[config.mk]
export PLATFORM = sky130hd
export DESIGN_NAME = edge_event_arbiter
export DESIGN_NICKNAME = d
export VERILOG_FILES = /design/src/rtl/edge_event_arbiter.sv
export SDC_FILE = /design/constraint.sdc
export NUM_CORES = 1
export LEC_CHECK = 0
export ABC_AREA = 1
export CAP_MARGIN = 0
export CORE_MARGIN = 5
export CORE_UTILIZATION = 54
export DETAILED_ROUTE_END_ITERATION = 16
export GPL_TIMING_DRIVEN = 0
export PLACE_DENSITY = 0.85
export SYNTH_ARGS = -nofsm -noshare
export SYNTH_HDL_FRONTEND = slang
export SYNTH_SLANG_ARGS = --single-unit
[constraint.sdc]
create_clock -name clk -period 5 [get_ports clk]
set_clock_uncertainty 0.1 [all_clocks]
set_input_delay 0.5 -clock clk [delete_from_list [all_inputs] [get_ports clk]]
set_output_delay 0.5 -clock clk [all_outputs]
set_load 0.05 [all_outputs]
[src/rtl/edge_event_arbiter.sv]
`default_nettype none
// ============================================================================
// Module   : edge_event_arbiter
// Purpose  : Detects rising/falling edges on N synchronous inputs, holds one
//            pending event per channel and serialises the events onto a
//            single valid/ready port using round-robin arbitration. A sticky
//            per-channel overflow flag records an edge lost because the
//            channel already held an unserviced event.
// Ports    : clk, reset        - clock, synchronous active-high reset
//            a_i               - monitored inputs (synchronous to clk)
//            rise_en_i         - per-channel rising-edge enable
//            fall_en_i         - per-channel falling-edge enable
//            evt_valid_o       - event presented
//            evt_ready_i       - consumer accepts the presented event
//            evt_id_o          - channel number of the presented event
//            evt_rise_o        - 1 = rising edge, 0 = falling edge
//            ovf_o             - sticky per-channel overflow flags
//            ovf_clr_i         - per-channel overflow clear pulse
// Revision : 1.0 - initial release
// ============================================================================
module edge_event_arbiter #(
    parameter int N    = 4,
    parameter int ID_W = $clog2(N)
) (
    input  logic            clk,
    input  logic            reset,
    input  logic [N-1:0]    a_i,
    input  logic [N-1:0]    rise_en_i,
    input  logic [N-1:0]    fall_en_i,
    output logic            evt_valid_o,
    input  logic            evt_ready_i,
    output logic [ID_W-1:0] evt_id_o,
    output logic            evt_rise_o,
    output logic [N-1:0]    ovf_o,
    input  logic [N-1:0]    ovf_clr_i
);

    localparam logic [0:0]      S_IDLE    = 1'b0;
    localparam logic [0:0]      S_PRESENT = 1'b1;
    localparam logic [ID_W-1:0] C_LAST_ID = ID_W'(N - 1);
    localparam logic [N-1:0]    C_ONE     = N'(1);

    logic [0:0]      r_state;
    logic [0:0]      w_state_nxt;
    logic [N-1:0]    r_a_ff;
    logic [N-1:0]    r_pending;
    logic [N-1:0]    r_pend_rise;
    logic [N-1:0]    r_ovf;
    logic [ID_W-1:0] r_rr_ptr;
    logic [ID_W-1:0] r_evt_id;
    logic            r_evt_rise;

    logic [N-1:0]    w_rise;
    logic [N-1:0]    w_fall;
    logic [N-1:0]    w_edge;
    logic            w_found;
    logic [ID_W-1:0] w_sel;
    logic [ID_W-1:0] w_idx;
    int              w_pos;
    logic            w_load;
    logic [N-1:0]    w_load_mask;
    logic [N-1:0]    w_take;
    logic [N-1:0]    w_ovf_set;
    logic [ID_W-1:0] w_ptr_nxt;

    // Edge detection against last cycle's sample.
    assign w_rise = ~r_a_ff &  a_i & rise_en_i;
    assign w_fall =  r_a_ff & ~a_i & fall_en_i;
    assign w_edge = w_rise | w_fall;

    // Round-robin search: first pending channel at or after r_rr_ptr, wrapping.
    always_comb begin
        w_found = 1'b0;
        w_sel   = '0;
        w_pos   = 0;
        w_idx   = '0;
        for (int k = 0; k < N; k++) begin
            w_pos = int'(r_rr_ptr) + k;
            if (w_pos >= N) begin
                w_pos = w_pos - N;
            end
            w_idx = w_pos[ID_W-1:0];
            if (!w_found && r_pending[w_idx]) begin
                w_found = 1'b1;
                w_sel   = w_idx;
            end
        end
    end

    // FSM next state and load decision. The pending set used here is the one
    // registered before this cycle's edges, so a new edge costs one cycle.
    always_comb begin
        w_state_nxt = r_state;
        w_load      = 1'b0;
        case (r_state)
            S_IDLE: begin
                if (w_found) begin
                    w_load      = 1'b1;
                    w_state_nxt = S_PRESENT;
                end
            end
            S_PRESENT: begin
                if (evt_ready_i) begin
                    if (w_found) begin
                        w_load = 1'b1;
                    end else begin
                        w_state_nxt = S_IDLE;
                    end
                end
            end
            default: w_state_nxt = S_IDLE;
        endcase
    end

    assign w_load_mask = w_load ? (C_ONE << w_sel) : '0;
    // A new edge becomes the pending event when the slot is free or is being
    // vacated by this cycle's load; otherwise the oldest event is kept.
    assign w_take      = w_edge & (~r_pending | w_load_mask);
    assign w_ovf_set   = w_edge & r_pending & ~w_load_mask;
    assign w_ptr_nxt   = (w_sel == C_LAST_ID) ? '0 : w_sel + ID_W'(1);

    always_ff @(posedge clk) begin
        if (reset) begin
            r_state <= S_IDLE;
        end else begin
            r_state <= w_state_nxt;
        end
    end

    always_ff @(posedge clk) begin
        if (reset) begin
            r_a_ff      <= '0;
            r_pending   <= '0;
            r_pend_rise <= '0;
            r_ovf       <= '0;
            r_rr_ptr    <= '0;
            r_evt_id    <= '0;
            r_evt_rise  <= 1'b0;
        end else begin
            r_a_ff      <= a_i;
            r_pending   <= (r_pending & ~w_load_mask) | w_edge;
            r_pend_rise <= (r_pend_rise & ~w_take) | (w_rise & w_take);
            r_ovf       <= (r_ovf & ~ovf_clr_i) | w_ovf_set;
            if (w_load) begin
                r_evt_id   <= w_sel;
                r_evt_rise <= r_pend_rise[w_sel];
                r_rr_ptr   <= w_ptr_nxt;
            end
        end
    end

    assign evt_valid_o = (r_state == S_PRESENT);
    assign evt_id_o    = r_evt_id;
    assign evt_rise_o  = r_evt_rise;
    assign ovf_o       = r_ovf;

endmodule
`default_nettype wire

# After elaboration in Yosys (flattened, before gate mapping)
# Index checks and enable logic that the tools add are counted.
# totals
register_bits	22
word_cells	85
# classes
n_addsub	8
shift	1
reduce_logical	6
n_bitwise	23
muxes	29
order_cmp	9
eq_ne	1
# op_table
op	n
$and 4x4->4	11
$not 4->4	6
$or 4x4->4	5
$mux 2	9
$lt 2x3->1 const B	5
$mux 1	12
$bmux 1 s2	5
$ge 3x3->1 const B	3
$sub 2x1->2 const B	4
$add 2x2->3 const B	2
$mux 4	1
$pmux 1 s2	2
$shl 1x2->4 const A	1
$add 2x1->3 const B	1
$ge 2x3->1 const B	1
$logic_and 1x1->1	3
$logic_not 1->1	3
$add 2x1->2 const B	1
$eq 2x2->1 const B	1
$not 1->1	1

# Depth between registers and ports, before layout
# depth
depth_word	23
mapped_depth	17
depth_no_buf	16

# Worst setup path before layout
# OpenSTA, ideal clock, no wires.
# synth_path
path_type	reg2reg
start	register r_rr_ptr[0]
end	register (tool-made name)
required_ps	4768
arrival_time_ps	1684
n_path_buf	1
setup_ps	132
stages_incl_launch_ff	18
setup_slack_ps	3084
cell_sequence	dfxtp_1 inv_2 buf_6 nand2_1 nand2_1 nand2_2 nand2_2 nor2_8 nand3_1 nand3_2 nand2_1 inv_1 ha_1 inv_1 o21ai_2 nand2_1 nand2_1 a21oi_2
# synth_rtl
element	line	text
start, declared	49	logic [ID_W-1:0] r_rr_ptr;
start signal, assigned	147	r_rr_ptr <= w_ptr_nxt;

==> impl_metrics.csv <==
group,metric,value,unit
clocking,cts_resized,0,
worst_hold_path,worstHoldStart,"evt_id_o[1]$_SDFFE_PP0P_",
sta,drv_slew,0,
setup_path,cp_max_fo,5,
floorplan,start_util,0.552,
setup_path,critPathKind,"reg2reg",
drt,vias_per_cell,4.79,
synth,seq_area_frac_synth,0.331,
clocking,post_cts_buffers,0,
place,dp_cells,254,
global_routing,grt_util_met1,0.177,
drt,dr.pass1.iters,4,
sta,finalHoldViolations,0,
floorplan,core,0.00241,mm2
floorplan,rows,18,
setup_path,required,5090,ps
clocking,clk_pin_slew,120,ps
clocking,cts_tree,"done",
synth,synth_cells,199,
global_routing,grt_overflow,0,
sta,setup-tns-final,0,ps
global_routing,gr-max-usage-layer,"met2",
floorplan,die_h,59.6,um
final_layout,diodes,0,
sta,rsz0062_at_grt,"no",
setup_path,endpoint_kind,"register",
synth,synth_nets,222,
run,cap_violations,0,
final_layout,syn_to_final_growth,24.4,%
synth,yosys.area.top_type,"dfxtp_1",
final_layout,fillers,199,
synth,synth-seq-cells,22,
setup_path,rr_startpoint,"r_rr_ptr[1]$_SDFFE_PP0P_",
sta,slew_headroom,0.644,
clocking,clock_sinks,22,
global_routing,met2_usage,0.279,
synth,yosysWarnings,0,
clocking,clk_latency,310,ps
final_layout,multiInputGateArea,728,um2
drt,drc,0,
power_and_ir_drop,p_total,925,uW
final_layout,fin_cells,258,
worst_hold_path,hp-class,"reg2reg",
global_routing,grt_max_degree,13,
sta,fin_ws,2860,ps
drt,route.vias.total,1236,
synth,synth_area,0.00133,mm2
synth,yosysUniqueCellTypes,22,
sta,finalCriticalPeriod,2140,ps
drt,ant_nets,0,
final_layout,drive_above_1_share,0.127,
power_and_ir_drop,leakagePower,0.821,nW
power_and_ir_drop,powerDensity,559,mW/mm2
setup_path,critical_path_buf_inv_count,3,
global_routing,grt_use_total,0.158,
clocking,clock_path_buffers,2,
floorplan,die-area,0.00356,mm2
setup_path,crit_family,"simple AND/OR/NAND/NOR gates",
clocking,numCtsBuffers,3,
global_routing,grt_use_met3,0.0327,
drt,wl_per_cell,9.86,um
global_routing,antenna_found_initial,0,
run_status,status,"completed",
clocking,cts_root_buf,"clkbuf_4",
setup_path,worst_path_max_delay_cell,"dfxtp_1",
place,gp_congestion,0.887,
global_routing,grt_pass1_vias,1196,
drt,drt-total-wl,2.55,mm
power_and_ir_drop,peakVddDrop,384,uV
global_routing,grt_pass1_wl,4.34,mm
final_layout,nets,252,
setup_path,path_cells,"inv_2, nand2_2, nand2_4, nand2_2, nand2_2, nor2_8, nand3_1, nand3_2, nand2_1, inv_1, ha_1, inv_1, o21ai_2, nand2_1, nand2_1, a21oi_2",
place,io_buffers,25,
clocking,postCtsHoldBufs,0,
setup_path,slowest_delay,450,ps
sta,timing.final.crit_share,0.428,
synth,synth_area_leaders,"dfxtp_1 (33%), nand2_1 (18%), inv_1 (9.0%)",
final_layout,regArea,440,um2
sta,setup_viol,0,
clocking,h-tree-depth,1,
place,pre_cts_slack,2870,ps
sta,worst_pin_slew,534,ps
setup_path,cp-startpoint,"r_rr_ptr[1]$_SDFFE_PP0P_",
setup_path,crit_path_start_kind,"register",
setup_path,cp.arrival,2230,ps
synth,synth_top_area_share,0.331,
place,dp_hpwl,2.09,mm
drt,drt_iter0_drc,44,
floorplan,ios,27,
synth,synth_area_per_cell,6.68,um2
sta,clock.fmax,0.467,GHz
floorplan,die_w,59.6,um
## stage by stage
step                hold WS [ps]  utilization  instance area, um2
finish                       362        0.686                1650
global route                 396        0.686                1650
CTS                          370        0.686                1650
detailed placement           353        0.671                1620
global placement             351        0.671                1620
floorplan                    339            -                1330
## worst register-to-register path, cell delays in order (launching register included)
cell	delay (ps)
dfxtp_1	450
inv_2	110
nand2_2	90
nand2_4	60
nand2_2	70
nand2_2	90
nor2_8	120
nand3_1	90
nand3_2	80
nand2_1	120
inv_1	110
ha_1	140
inv_1	50
o21ai_2	180
nand2_1	70
nand2_1	80
a21oi_2	50
## final timing paths
kind,to,slack [ps],cells past startpoint
max,register,2860,16
min,evt_id_o[1]$_SDFFE_PP0P_,360,2
max reg2reg,register,2860,16
min reg2reg,evt_id_o[1]$_SDFFE_PP0P_,360,2
## power by group
part / internal, mW / total, mW / leakage, nW / switching (mW)
sequential: 0.207 / 0.228 / 0.181 / 0.0215
combinational: 0.212 / 0.601 / 0.619 / 0.389
clock: 0.0445 / 0.0956 / 0.0210 / 0.0511
total: 0.463 / 0.925 / 0.821 / 0.462
## logic make-up (layout without fill, tap and decap cells)
kind of cell / count (synthesis) / count (layout) / synth area share
compound gates: 21 / 21 / 0.101
fa+ha+maj: 4 / 4 / 0.0376
buf+inv: 39 / 68 / 0.121
flops: 22 / 22 / 0.331
simple gates: 113 / 113 / 0.409
## metal layers
metal / vias to the layer above / share of wire / wire length, um
li1: 666 / - / -
met1: 545 / 0.47 / 1190
met2: 20 / 0.48 / 1210
met3: 5 / 0.041 / 105
met4: 0 / 0.016 / 40
met5: - / 0 / 0
## synthesized netlist by cell type
cell type / count
a31oi_1: 1
a2bb2oi_1: 3
inv_2: 3
inv_1: 32
nand3_2: 3
ha_1: 4
o21ai_0: 3
a211oi_1: 2
a21oi_1: 9
dfxtp_1: 22
nor2_8: 1
nand3_4: 2
clkbuf_1: 2
o21ai_2: 1
nand2_4: 2
nand2_2: 8
nand2_1: 64
nand3_1: 16
nor2_2: 1
nor2_1: 16
a21oi_2: 2
buf_6: 2
## layout make-up
| cell class | instances | share of cell area |
|---|---|---|
| multi-input combinational | 138 | 0.440 |
| buffer | 4 | 0.0182 |
| tap | 30 | 0.0227 |
| clock buffer | 4 | 0.0219 |
| timing repair buffer | 25 | 0.151 |
| sequential | 22 | 0.266 |
| inverter | 35 | 0.0794 |
## placed cells by master, fill, tap and decap left out
master / netlist / routed
inv_1: 32 / 32
nand2_4: 2 / 2
nor2_8: 1 / 1
clkbuf_1: 2 / 2
nand2_1: 64 / 64
a2bb2oi_1: 3 / 3
a211oi_1: 2 / 2
o21ai_2: 1 / 1
nor2_2: 1 / 1
nand2_2: 8 / 8
nand3_2: 3 / 3
clkbuf_4: 0 / 3
clkdlybuf4s50_1: 0 / 25
nand3_4: 2 / 2
inv_2: 3 / 3
buf_6: 2 / 2
a31oi_1: 1 / 1
o21ai_0: 3 / 3
a21oi_1: 9 / 9
clkbuf_8: 0 / 1
dfxtp_1: 22 / 22
a21oi_2: 2 / 2
nand3_1: 16 / 16
ha_1: 4 / 4
nor2_1: 16 / 16
No activity file was read; power rests on OpenSTA's default activity.
